## config.mk

```make
export PLATFORM = sky130hd
export DESIGN_NAME = uart_tx_mmio
export DESIGN_NICKNAME = d
export VERILOG_FILES = /design/src/rtl/uart_tx_mmio.sv
export SDC_FILE = /design/constraint.sdc
export NUM_CORES = 1
export LEC_CHECK = 0
export BUFFER_PORTS_ARGS = -buffer_cell sky130_fd_sc_hd__buf_2
export CAP_MARGIN = 10
export CORE_UTILIZATION = 35
export DETAILED_ROUTE_END_ITERATION = 16
export GPL_TIMING_DRIVEN = 0
export MAX_ROUTING_LAYER = met4
export RECOVER_POWER = 25
export SYNTH_ARGS = -nofsm -noshare
export SYNTH_HDL_FRONTEND = slang
export SYNTH_SLANG_ARGS = --single-unit
```

## constraint.sdc

```tcl
create_clock -name clock -period 2.35 [get_ports clock]
set_input_delay 0.47 -clock clock [delete_from_list [all_inputs] [get_ports clock]]
set_output_delay 0.47 -clock clock [all_outputs]
set_load 0.05 [all_outputs]
```

## src/rtl/uart_tx_mmio.sv

```systemverilog
// uart_tx_mmio: two-register MMIO window feeding a byte FIFO
// and an 8N1 serializer on tx.
module uart_tx_mmio #(
    parameter int CLKS_PER_BIT = 4,
    parameter int FIFO_DEPTH   = 4
) (
    input  logic        clock,
    input  logic        reset,
    input  logic        we,
    input  logic        re,
    input  logic        addr,
    input  logic [31:0] wdata,
    output logic [31:0] rdata,
    output logic        tx
);
    localparam int AW = $clog2(FIFO_DEPTH);
    localparam int BW = (CLKS_PER_BIT > 1) ? $clog2(CLKS_PER_BIT) : 1;

    typedef enum logic [1:0] {IDLE, START, DATA, STOP} state_t;

    state_t        state, state_n;
    logic [7:0]    mem [FIFO_DEPTH];
    logic [AW-1:0] wptr, rptr;
    logic [AW:0]   count;
    logic [BW-1:0] bcnt, bcnt_n;
    logic [2:0]    bidx, bidx_n;
    logic [7:0]    shift, shift_n;
    logic          tx_n, overflow, pop, push, drop;
    logic          full, empty, bit_end;
    logic [31:0]   status;
    logic          unused_wdata;

    assign unused_wdata = &{1'b0, wdata[31:8]};
    assign full    = count == (AW+1)'(FIFO_DEPTH);
    assign empty   = count == '0;
    assign push    = we && !addr && !full;
    assign drop    = we && !addr && full;
    assign bit_end = bcnt == BW'(CLKS_PER_BIT - 1);
    assign status  = {24'd0, 4'(count), overflow,
                      state != IDLE, empty, full};

    always_comb begin
        state_n = state;
        bcnt_n  = bcnt + 1'b1;
        bidx_n  = bidx;
        shift_n = shift;
        tx_n    = tx;
        pop     = 1'b0;
        unique case (state)
            IDLE: begin
                tx_n   = 1'b1;
                bcnt_n = '0;
                if (!empty) begin
                    pop     = 1'b1;
                    shift_n = mem[rptr];
                    tx_n    = 1'b0;
                    state_n = START;
                end
            end
            START: begin
                if (bit_end) begin
                    bcnt_n  = '0;
                    bidx_n  = '0;
                    tx_n    = shift[0];
                    state_n = DATA;
                end
            end
            DATA: begin
                if (bit_end) begin
                    bcnt_n = '0;
                    if (bidx == 3'd7) begin
                        tx_n    = 1'b1;
                        state_n = STOP;
                    end else begin
                        bidx_n  = bidx + 1'b1;
                        shift_n = shift >> 1;
                        tx_n    = shift[1];
                    end
                end
            end
            STOP: begin
                if (bit_end) begin
                    bcnt_n = '0;
                    if (!empty) begin
                        // back-to-back frame, no idle gap
                        pop     = 1'b1;
                        shift_n = mem[rptr];
                        tx_n    = 1'b0;
                        state_n = START;
                    end else begin
                        state_n = IDLE;
                    end
                end
            end
            default: state_n = IDLE;
        endcase
    end

    always_ff @(posedge clock) begin
        if (!reset) begin
            state <= IDLE;
            bcnt  <= '0;
            bidx  <= '0;
            shift <= '0;
            tx    <= 1'b1;
        end else begin
            state <= state_n;
            bcnt  <= bcnt_n;
            bidx  <= bidx_n;
            shift <= shift_n;
            tx    <= tx_n;
        end
    end

    always_ff @(posedge clock) begin
        if (!reset) begin
            wptr     <= '0;
            rptr     <= '0;
            count    <= '0;
            overflow <= 1'b0;
            rdata    <= '0;
        end else begin
            if (push) wptr <= wptr + 1'b1;
            if (pop)  rptr <= rptr + 1'b1;
            if (push && !pop)
                count <= count + 1'b1;
            else if (!push && pop)
                count <= count - 1'b1;
            if (drop)
                overflow <= 1'b1;
            else if (we && addr && wdata[3])
                overflow <= 1'b0;
            if (re)
                rdata <= addr ? status : 32'd0;
        end
    end

    always_ff @(posedge clock) begin
        if (push) mem[wptr] <= wdata[7:0];
    end
endmodule

```

### After elaboration in Yosys (flattened, before gate mapping)

Memories as Yosys holds them, arrays and structs flattened. A register that Yosys moved wholly into a read port is not among the register bits.
Index checks and enable logic that the tools add are counted.

* register bits after elaboration: 56
* bits in writable memories: 32
* output and inout port bits: 33
* word-level logic and storage cells: 90
* memories: 1

* add/sub/neg operators: 6
* equality and inequality tests: 13
* muxes and demuxes: 37
* reductions and logical operators: 23

Memories
* mem: depth 4, bits a word 8, rd ports 1, clocked after Yosys merged registers in 1, write ports 1, RTL line 22 `logic [7:0] mem [FIFO_DEPTH];`

Operator list (count)
* $mux W8: 4
* $pmux W8 S3: 1
* $mux W2: 8
* $mux W3: 5
* $ne A2 B2 Y1 const B: 7
* $mux W1: 13
* $reduce_and A4 Y1: 3
* $pmux W2 S4: 1
* $reduce_bool A2 Y1: 4
* $logic_and A1 B1 Y1: 7
* $mux W7: 1
* $add A2 B1 Y2 const B: 3
* $add A3 B1 Y3 const B: 2
* $eq A2 B2 Y1 const B: 3
* $eq A3 B3 Y1 const B: 2
* $pmux W3 S2: 1
* $reduce_and A5 Y1: 1
* $logic_not A1 Y1: 4
* $pmux W1 S4: 1
* $pmux W2 S2: 1
* $logic_not A3 Y1: 1
* $reduce_bool A3 Y1: 1
* $reduce_or A3 Y1: 1
* $sub A3 B1 Y3 const B: 1
* 3 further kinds: 3

### Logic depth before layout (Yosys ltp)

Gate-level depths: netlist (run 1).

* depth in word-level cells: 7
* mapped depth: 10
* mapped depth without buffers: 10

### Worst setup path after synthesis (run 1)

No wires, ideal clock.

* path type: input to register
* start point: input addr
* end point: register count[2]
* setup time: 0.076 ns
* arrival: 2.172 ns
* path slack: 0.102 ns
* stages on the path: 8
* cells stage by stage: clkbuf_1 > nor3b_4 > ha_1 > inv_1 > fa_1 > xor2_1 > or3_1 > a21boi_0

* longest elaborated chain between the ends: 6
* elaborated cells on any way between the ends: 8
* classes of those cells: 1 x mux; 7 x reduce/logical

RTL lines
* start, declared: RTL line 11 `input logic addr,`
* $logic_not A1 Y1 (*): RTL line 36 `assign push = we && !addr && !full;`
* $logic_and A1 B1 Y1 (*) (2 in a row): RTL line 36
* named net push: RTL line 28 `logic tx_n, overflow, pop, push, drop;`
* $logic_not A1 Y1: RTL line 127 `else if (!push && pop)`
* $logic_and A1 B1 Y1: RTL line 127
* $reduce_bool A2 Y1 (no source line)
* end signal, assigned: RTL line 126 `count <= count + 1'b1;`
* end signal, assigned: RTL line 128 `count <= count - 1'b1;`
* end, declared: RTL line 24 `logic [AW:0] count;`

The timed path passes the listed nets; every way through them passes the cells marked *.
A chain may end at the register's enable or synchronous reset.

### Final worst setup path (run 1)

* start point: register state[0]
* end point: register count[2]

* longest elaborated chain between the ends: 5
* elaborated cells on any way between the ends: 8
* classes of those cells: 1 x eq/ne; 2 x mux; 5 x reduce/logical

RTL lines
* start, declared: RTL line 21 `state_t state, state_n;`
* start signal, assigned: RTL line 107 `state <= state_n;`
* $eq A2 B2 Y1 or $logic_not A2 Y1 (tied branches): RTL line 49 `unique case (state)`
* $pmux W1 S2 (*): RTL line 49
* $logic_not A1 Y1: RTL line 125 `if (push && !pop)`
* $logic_and A1 B1 Y1: RTL line 125
* $mux W3 or $reduce_bool A2 Y1 (tied branches)

Mark *: on every way between the ends. The rest lies on a longest branch, timed or not.

==> impl_results.md, run 1 <==
- Outcome: finished clean
- Crit path launch type: flip-flop
- Leakage: between 0.001 and 0.0015 uW
- Worst Tran Pin Value: approximately 0.55 ns
- Yosys cell types: 47
- Io pins: 70
- Layout cell share with drive strength beyond 1: 24.8%
- Yosys warnings: 0
- DIE WIDTH: 96.4 um
- Antenna Nets Post-Route: 0
- Yosys reg bits: 65
- Root Driver: clkbuf_8
- Relative slew slack: 63.0%
- CP bufs+invs: 2
- Max-cap violations: 0
- Tot GR Track Use: around 13%
- Detailed Routing Iterations Pass 1: 4
- Reg clk slew, reported paths: 0.08 ns
- CTS tree: done
- Critical path's slowest cell: dfxtp_4
- Synth-to-layout area growth: 18.0%
- Post-Route WL: between 5000 and 6000 um
- Drt drc: 0
- Worst VDD drop: 0.000487 V
- Ys async rst share: 0%
- Vias per cell: 4.57
- First-pass GRT wire length: slightly above 8000 um
- WP data required: 2.62 ns
- Crit. End Element: flip-flop
- ANT cells: 0
- CP Class: flip-flop to flip-flop
- Die Ht: 96.4 um
- Hold_buf cts: 0
- Final nets: 377
- Clock sink count: 65
- Syn_area_per_cell: around 12 um2
- Fin. max-slew vios: 0
- Mapped Area: 0.00312 mm2
- Total Die Area: 0.00930 mm2
- Initial DRC count: 55
- Clock Latency Late Sink: 0.34 ns
- WP data arrival: 2.50 ns
- Pwr Density: 1010 mW/mm2
- Register area share after synthesis: roughly 52%
- Post-layout utilization of the core: 42.4%
- CP Max Fanout: 5
- Final Hold Vio Count: 0
- Routability Congestion: between 0.8 and 0.9
- Post-synth EDFFs: 32
- Grt total ovfl: 0
- Vias in the first global route: 1695
- Unrepaired setup endpoints after global routing: no
- CTS Buffer Depth: 2
- Initial core utilization: 36.0%
- Crit-path cells: inv_1, ha_2, a21oi_4, or3_4, ha_2, inv_1, fa_1, xor2_1, or3_1, a21boi_0
- CP delay by family, top: adder cells
- Most common library cell in the layout ignoring fill and taps: edfxtp_1
- DPL Wire Length: ~3600 um
- Largest net degree at the start of global routing: 14
- Core Box Area: 0.00868 mm2
- TritonCTS buffer count: 9
- HP Class: primary input to flip-flop
- F_max: about 450 MHz
- Setup-failing EPs final: 0
- Tcrit/Tclk final: between 90 and 100%
- Number of buffer cells added on primary ports: 19
- Overall Power: 3710 uW
- Max incr delay on CP: 0.38 ns
- Antenna violations before repair: 0
- Max Clock Skew: 0.0103 ns
- Post-synth top flop: dfxtp_1
- Minimum clock period: around 2.2 ns
- Count of standard-cell rows: 34
- Mapped Cells: 270
- WL/cell: 12.1 um
- H-tree depth: 3
- Most frequent cells in the layout: edfxtp_1, buf_4, dfxtp_1
- Detailed-route via count: 2008
## power breakdown
group          switching (uW)  internal (uW)  leakage [uW]
logic                     711            544      0.000765
registers                 130           1370      0.000562
clock network             451            498      0.000104
## cell families (layout without fill, tap and decap cells)
family                   Yosys count  count (layout)  synth area share, %
AND/OR/NAND/NOR                   73              73                 13.9
multiplexers                      18              18                 6.17
XOR/XNOR                           5               5                 1.40
buffers and inverters             46              83                 9.10
AO/OA/AOI/OAI                     48              48                 11.5
flip-flops                        65              65                 51.9
other                              1              25                0.120
adder cells (fa/ha/maj)           14              14                 5.85
## through the flow
| stage | std cells | cell area (um2) | setup TNS (ns) | hold WS [ns] | worst slack, ns |
|---|---|---|---|---|---|
| floorplan | 294 | 3210 | 0 | 0.406 | 0.102 |
| global placement | 421 | 3440 | -0.0479 | 0.414 | -0.0479 |
| detailed placement | 421 | 3440 | -0.0770 | 0.430 | -0.0770 |
| CTS | 437 | 3660 | 0 | 0.322 | 0.00940 |
| global route | 439 | 3680 | 0 | 0.371 | 0.0135 |
| finish | 439 | 3680 | 0 | 0.378 | 0.122 |
## sequential cells by signal, summed over array words and instances (netlist names), named ones only
signal and flops:
bidx 3, overflow 1, rptr 2, wptr 2, mem 32, count 3
rdata 7, bcnt 2, shift 8, state 2, tx 1
## worst paths after layout
path	slack [ns]	startpoint	endpoint	cells after the start
setup / recovery	0.12	state[0]	count[2]	10
setup reg to reg	0.12	state[0]	count[2]	10
hold reg to reg	0.44	bcnt[0]	bcnt[0]	1
hold / removal	0.38	wdata[6]	mem[1][6]	1
## area by class of cell
cell class | count | area, um2
Fill cell | 844 | 5000
Sequential cell | 65 | 1630
Multi-Input combinational cell | 183 | 1330
Buffer | 37 | 250
Tap cell | 108 | 135
Clock buffer | 9 | 124
Timing Repair Buffer | 21 | 101
Clock inverter | 7 | 75.1
Inverter | 9 | 33.8
## worst reg2reg max path, stage by stage, from the launching register on
cell      delay, ns
dfxtp_4        0.38
inv_1          0.08
ha_2           0.24
a21oi_4        0.13
or3_4          0.14
ha_2           0.18
inv_1          0.05
fa_1           0.37
xor2_1         0.15
or3_1          0.30
a21boi_0       0.15
## layer usage
metal	part of all wire (%)	vias up	global-route usage, %
li1	-	1018	-
met1	46	926	15.5
met2	46	52	19.1
met3	5.0	12	4.07
met4	2.5	0	6.50
met5	0	-	-
## cells in the mapped netlist, types with 7 or more instances
| cell type | instances | share of area, % |
|---|---|---|
| inv_1 | 9 | 1.1 |
| nand2_1 | 11 | 1.3 |
| nand2b_1 | 9 | 1.8 |
| and2_1 | 12 | 2.4 |
| a211oi_1 | 7 | 1.7 |
| dfxtp_1 | 33 | 21 |
| nor2_1 | 7 | 0.84 |
| nor3_1 | 9 | 1.4 |
| edfxtp_1 | 32 | 31 |
| mux2i_1 | 17 | 5.5 |
| ha_1 | 13 | 5.2 |
| a21oi_1 | 7 | 1.1 |
| nor2b_1 | 8 | 1.6 |
| o21ai_0 | 7 | 1.1 |
| buf_4 | 27 | 6.5 |
## what timing repair did
| item | 4_1_cts | 5_1_grt |
|---|---|---|
| pin swaps | 0 | 1 |
| gates resized for setup | 5 | 6 |
| buffers inserted | 0 | 2 |
| endpoints found under the setup margin | 1 | 1 |
Note: power is estimated with default switching activity, not from simulation.
==> run 2, diff against run 1 <==
--- a/config.mk
+++ b/config.mk
@@ -7,7 +7,7 @@
 export LEC_CHECK = 0
 export BUFFER_PORTS_ARGS = -buffer_cell sky130_fd_sc_hd__buf_2
 export CAP_MARGIN = 10
-export CORE_UTILIZATION = 35
+export CORE_UTILIZATION = 30
 export DETAILED_ROUTE_END_ITERATION = 16
 export GPL_TIMING_DRIVEN = 0
 export MAX_ROUTING_LAYER = met4
==> run 2 against run 1 <==
Compared with the run above:
- non-clock buffer count decreased by 1
- worst hold slack improved by 0.0015 ns
- power increased by 0.92%
==> impl_results.md, run 2 (same netlist as run 1, synthesis figures left out) <==
- Count of standard-cell rows: 36 (+5.9%)
- Worst Tran Pin Value: 0.559 ns (+0.00438 ns)
- Final nets: 376 (-0.27%)
- Pint: 2420 uW (+0.24%)
- Worst VDD drop: 0.000498 V (+2.3%)
- Sw power: 1320 uW (+2.2%)
- Crit-path cells: ha_1, buf_4, a21oi_4, or3_4, ha_1, inv_1, fa_1, xor2_1, or3_1, a21boi_1
- Layout cell share with drive strength beyond 1: 24.2% (-0.53 points)
- Fin. max-slew vios: 0 (unchanged)
- F_max: 453 MHz (+0.97%)
- H-tree depth: 3 (unchanged)
- Pwr Density: 1010 mW/mm2 (+0.11%)
- Sw frac: 35.3% (+0.44 points)
- WP data required: 2.63 ns (about the same)
- Post-Place Setup Slack: -0.0697 ns (+0.00735 ns)
- Outcome: finished clean
- Die Ht: 104 um (+7.8%)
- Clk pwr share: 26.6% (+1.0 points)
- DIE WIDTH: 104 um (+7.8%)
- Leakage: 0.00143 uW (-0.33%)
- Total Die Area: 0.0108 mm2 (+16%)
- Io pins: 70 (unchanged)
- Max-cap violations: 0 (unchanged)
- Antenna violations before repair: 0 (unchanged)
- CP Max Fanout: 9 (+4)
- Final Hold Vio Count: 0 (unchanged)
- DPL Wire Length: 3810 um (+5.1%)
- Largest net degree at the start of global routing: 15 (+1)
- Antenna Nets Post-Route: 0 (unchanged)
- CTS tree: done
- Tcrit/Tclk final: 93.9% (-0.91 points)
- Critical path's slowest cell: fa_1
- Tot GR Track Use: 11.1% (-1.6 points)
- First-pass GRT wire length: 9000 um (+9.7%)
- Reg clk slew, reported paths: 0.08 ns (about the same)
- Hold_buf cts: 0 (unchanged)
- Number of buffer cells added on primary ports: 19 (unchanged)
- Reg2reg setup slack: 0.14 ns (+0.02 ns)
- Minimum clock period: 2.21 ns (-0.0214 ns)
- Most frequent cell on the critical path: ha_1
- Max Clock Skew: 0.00846 ns (-0.00187 ns)
- CP Launch Point: bcnt[0]
- Most flops, register: mem
- Max reg flops: 32 (unchanged)
- Vias in the first global route: 1893 (+12%)
- Reg2Reg Capture Point: count[2]
- R2R cell count: 10 (unchanged)
- WP data arrival: 2.49 ns (about the same)
- Initial core utilization: 31.5% (-4.5 points)
- Initial DRC count: 72 (+31%)
- Most common library cell in the layout ignoring fill and taps: edfxtp_1
- Post-Route WL: 5380 um (+1.5%)
- Most frequent cells in the layout: edfxtp_1, dfxtp_1, buf_4
- Overall Power: 3740 uW (+0.92%)
- Core Box Area: 0.00991 mm2 (+14%)
- CP Class: flip-flop to flip-flop
- Fillers: 1003 (+19%)
- Sequential power share: 40.1% (-0.4 points)
- Vias per cell: 4.30 (-6.1%)
- Crit. End Element: flip-flop
- PnR worst setup slack: 0.143 ns (+0.0214 ns)
- Relative slew slack: 62.7% (-0.29 points)
- Drt drc: 0 (unchanged)
- Clock sink count: 65 (unchanged)
- Setup-failing EPs final: 0 (unchanged)
- CTS Buffer Depth: 2 (unchanged)
- HP Class: primary input to flip-flop
- Unrepaired setup endpoints after global routing: no
- Max incr delay on CP: 0.37 ns (about the same)
- Clock Latency Late Sink: 0.35 ns (about the same)
- Grt total ovfl: 0 (unchanged)
- ANT cells: 0 (unchanged)
- Root Driver: clkbuf_8
- End of the critical path: count[2]
- WL/cell: 11.6 um (-3.8%)
- Crit path launch type: flip-flop
- Logic pwr share: 33.3% (-0.6 points)
- Largest registers: mem: 32 flops, shift: 8 flops, rdata: 7 flops
- R2r startpoint: bcnt[0]
- Detailed Routing Iterations Pass 1: 4 (unchanged)
- Detailed-route via count: 1989 (-0.95%)
- TritonCTS buffer count: 9 (unchanged)
- Synth-to-layout area growth: 18.9%
- Routability Congestion: 0.791 (-3.3%)
-- run 2: critical path, delay by kind of cell (launching register included) --
family / cells / cell delay (ns)
buffers and inverters: 2 / 0.23
XOR/XNOR: 1 / 0.16
AND/OR/NAND/NOR: 2 / 0.45
AO/OA/AOI/OAI: 2 / 0.27
flip-flops: 1 / 0.32
adder cells (fa/ha/maj): 3 / 0.72
-- run 2: routing by layer --
| layer | track usage [%] | share of wire, % | up-vias |
|---|---|---|---|
| met4 | 6.12 | 2.2 | 0 |
| met2 | 17.0 | 46 | 50 |
| met3 | 2.88 | 4.6 | 10 |
| met1 | 13.5 | 47 | 910 |
| met5 | - | 0 | - |
| li1 | - | - | 1019 |
-- run 2: final cells by class --
cell class                 instances  area (um2)  area share [%]
timing repair buffer              20        93.8            2.53
buffer                            37         250            6.74
clock inverter                     7        83.8            2.26
sequential                        65        1630            43.9
inverter                           9        33.8           0.910
multi-input combinational        183        1330            35.9
tap                              133         166            4.48
clock buffer                       9         124            3.34
-- run 2: repair_timing --
action | CTS | global route
resized for setup | 5 | 6
pin swaps | 0 | 2
endpoints found under the setup margin | 1 | 1
buffers inserted | 0 | 1
-- run 2: how the worst min path moves through the flow --
stage	slack [ns]	to	depth (start not counted)	start
final	0.38	mem[1][1]	1	wdata[1]
after global routing	0.37	mem[0][2]	1	wdata[2]
after CTS	0.31	mem[3][6]	1	wdata[6]
after detailed placement	0.44	bcnt[0]	1	bcnt[0]
after global placement	0.41	bcnt[0]	1	bcnt[0]
after floorplan	0.41	bcnt[0]	1	bcnt[0]
-- run 2: through the flow --
step,TNS [ns],utilization [%],std cells,instance area [um2],hold slack [ns]
after floorplan,0,-,294,3210,0.406
after global placement,-0.0450,35.1,446,3470,0.414
after detailed placement,-0.0697,35.1,446,3470,0.438
after CTS,0,37.3,462,3690,0.314
after global routing,0,37.5,463,3710,0.367
final,0,37.5,463,3710,0.379
-- run 2: power groups by stage --
stage	registers, uW	clock network (uW)	logic, uW
5_1_grt	1530	1070	1370
2_1_floorplan	1540	0	957
3_5_place_dp	1510	0	1210
4_1_cts	1500	1030	1220
6_report	1500	996	1240
3_3_place_gp	1510	0	1190
==> run 3, diff against run 2 <==
--- a/config.mk
+++ b/config.mk
@@ -11,6 +11,7 @@
 export DETAILED_ROUTE_END_ITERATION = 16
 export GPL_TIMING_DRIVEN = 0
 export MAX_ROUTING_LAYER = met4
+export PLACE_DENSITY_LB_ADDON = 0.1
 export RECOVER_POWER = 25
 export SYNTH_ARGS = -nofsm -noshare
 export SYNTH_HDL_FRONTEND = slang
==> run 3 against run 2 <==
Compared with the run above:
- global-route usage is 0.64 points higher
- register-to-register slack got worse by 0.02 ns
- die area did not move
- combinational power barely moved
- largest power group unchanged
==> impl_results.md, run 3 (same netlist as run 1, synthesis figures left out) <==
- Post-Route WL: 5730 um (+6.5%)
- DPL Wire Length: 4120 um (+8.0%)
- CTS Buffer Depth: 2 (unchanged)
- Vias per cell: 4.27 (-0.63%)
- Final nets: 378 (+0.53%)
- Max-cap violations: 0 (unchanged)
- Count of standard-cell rows: 36 (unchanged)
- Root Driver: clkbuf_8
- HP Class: primary input to flip-flop
- Die Ht: 104 um (unchanged)
- Detailed-route via count: 1985 (-0.20%)
- Reg2Reg Capture Point: count[2]
- Crit path launch type: flip-flop
- Most common library cell in the layout ignoring fill and taps: edfxtp_1
- Setup-failing EPs final: 0 (unchanged)
- CTS tree: done
- WP data arrival: 2.50 ns (about the same)
- Reg clk slew, reported paths: 0.07 ns (about the same)
- Largest registers: mem: 32 flops, shift: 8 flops, rdata: 7 flops
- Initial core utilization: 31.5% (unchanged)
- Routability Congestion: 0.724 (-8.5%)
- Antenna Nets Post-Route: 0 (unchanged)
- Placed cell count: 446 (unchanged)
- Most flops, register: mem
- Fin. max-slew vios: 0 (unchanged)
- Largest net degree at the start of global routing: 12 (-3)
- Tot GR Track Use: 11.8% (+0.64 points)
- Antenna violations before repair: 0 (unchanged)
- ANT cells: 0 (unchanged)
- Minimum clock period: 2.22 ns (+0.0156 ns)
- Max incr delay on CP: 0.37 ns (about the same)
- TritonCTS buffer count: 9 (unchanged)
- Total Die Area: 0.0108 mm2 (unchanged)
- CP delay by family, top: simple AND/OR/NAND/NOR gates
- CP Class: flip-flop to flip-flop
- CP Max Fanout: 6 (-3)
- Crit. End Element: flip-flop
- Most frequent cells in the layout: edfxtp_1, buf_4, dfxtp_1
- Max Clock Skew: 0.0105 ns (+0.00202 ns)
- Leakage: 0.00142 uW (-0.29%)
- Synth-to-layout area growth: 18.8%
- Relative slew slack: 59.2% (-3.5 points)
- Clock Latency Late Sink: 0.34 ns (about the same)
- Fin cells: 465 (+0.43%)
- CP bufs+invs: 1 (-1)
- Drt drc: 0 (unchanged)
- Hold_buf cts: 0 (unchanged)
- Detailed Routing Iterations Pass 1: 4 (unchanged)
- WP data required: 2.63 ns (about the same)
- Worst Tran Pin Value: 0.612 ns (+0.0531 ns)
- Worst VDD drop: 0.000371 V (-26%)
- Reg2reg setup slack: 0.13 ns (-0.02 ns)
- PnR worst setup slack: 0.128 ns (-0.0156 ns)
- Initial DRC count: 63 (-13%)
- Clock sink count: 65 (unchanged)
- Grt total ovfl: 0 (unchanged)
- Number of buffer cells added on primary ports: 19 (unchanged)
- Core Box Area: 0.00991 mm2 (unchanged)
- Outcome: finished clean
- First-pass GRT wire length: 9520 um (+5.8%)
- Pwr Density: 991 mW/mm2 (-1.6%)
- Crit-path cells: nor3b_2, nor3b_4, ha_2, inv_1, fa_1, xor2_1, or3_1, a21boi_1
- H-tree depth: 3 (unchanged)
- DIE WIDTH: 104 um (unchanged)
- Vias in the first global route: 1906 (+0.69%)
- Layout cell share with drive strength beyond 1: 24.4% (+0.16 points)
- WL/cell: 12.3 um (+6.1%)
- Tcrit/Tclk final: 94.6% (+0.66 points)
- Worst hold stages: 1 (unchanged)
- Final Hold Vio Count: 0 (unchanged)
- R2R cell count: 8 (-2)
- Critical path's slowest cell: dfxtp_1
- Worst hold endpoint: mem[3][3]
- F_max: 450 MHz (-0.70%)
- Io pins: 70 (unchanged)
- Min-delay src: wdata[3]
- Post-Place Setup Slack: -0.147 ns (-0.0775 ns)
- R2r startpoint: count[2]
- Max reg flops: 32 (unchanged)
-- run 3: final cells by class --
| cell class | count | area [um2] |
|---|---|---|
| fillers | 1040 | 6200 |
| clock buffers | 10 | 128 |
| multi-input cells | 183 | 1330 |
| repair buffers | 22 | 109 |
| plain buffers | 37 | 250 |
| inverters | 9 | 33.8 |
| well taps | 133 | 166 |
| clock inverters | 6 | 58.8 |
| flip-flops and latches | 65 | 1630 |
-- run 3: layer usage --
metal / wire, um / track usage [%] / up-vias / part of all wire, %
met2: 2560 / 17.1 / 40 / 45
met4: 74 / 4.29 / 0 / 1.3
met3: 252 / 4.14 / 9 / 4.4
li1: - / - / 1020 / -
met5: 0 / - / - / 0
met1: 2840 / 15.1 / 916 / 50
-- run 3: worst max-delay path by stage --
stage	start	to	slack, ns	cells past startpoint
5_1_grt	count[2]	count[2]	-0.004	8
4_1_cts	count[2]	count[2]	0.01	8
2_1_floorplan	addr	count[2]	0.10	8
3_5_place_dp	addr	count[2]	-0.15	8
6_report	count[2]	count[2]	0.13	8
3_3_place_gp	addr	count[2]	-0.1	8
-- run 3: power by group --
part	switching, uW	total, uW	internal (uW)
sequential	126	1500	1370
clock	434	917	483
combinational	714	1260	549
-- run 3: metrics by stage --
stage	hold slack [ns]	power, uW	setup TNS [ns]	util, %	area (um2)
2_1_floorplan	0.406	2490	0	-	3210
3_3_place_gp	0.417	2730	-0.0958	35.1	3470
3_5_place_dp	0.424	2730	-0.147	35.1	3470
4_1_cts	0.328	3690	0	37.1	3680
5_1_grt	0.363	3930	-0.00447	37.4	3710
6_report	0.369	3680	0	37.4	3710
-- run 3: worst reg2reg max path: cells and delay by family, from the launching register on --
family                     cells  cell delay, ns
AOI/OAI and AO/OA              1            0.12
xor gates and xnor gates       1            0.16
adders and majority gates      2            0.63
buffers and inverters          1            0.05
DFF                            1            0.37
and+or+nand+nor                3            0.84
-- run 3: repair_timing --
item,CTS,global route
gates resized for setup,6,6
hold endpoints to repair,0,0
setup endpoints to repair,1,1
pin swaps,0,2
buffers inserted,0,3
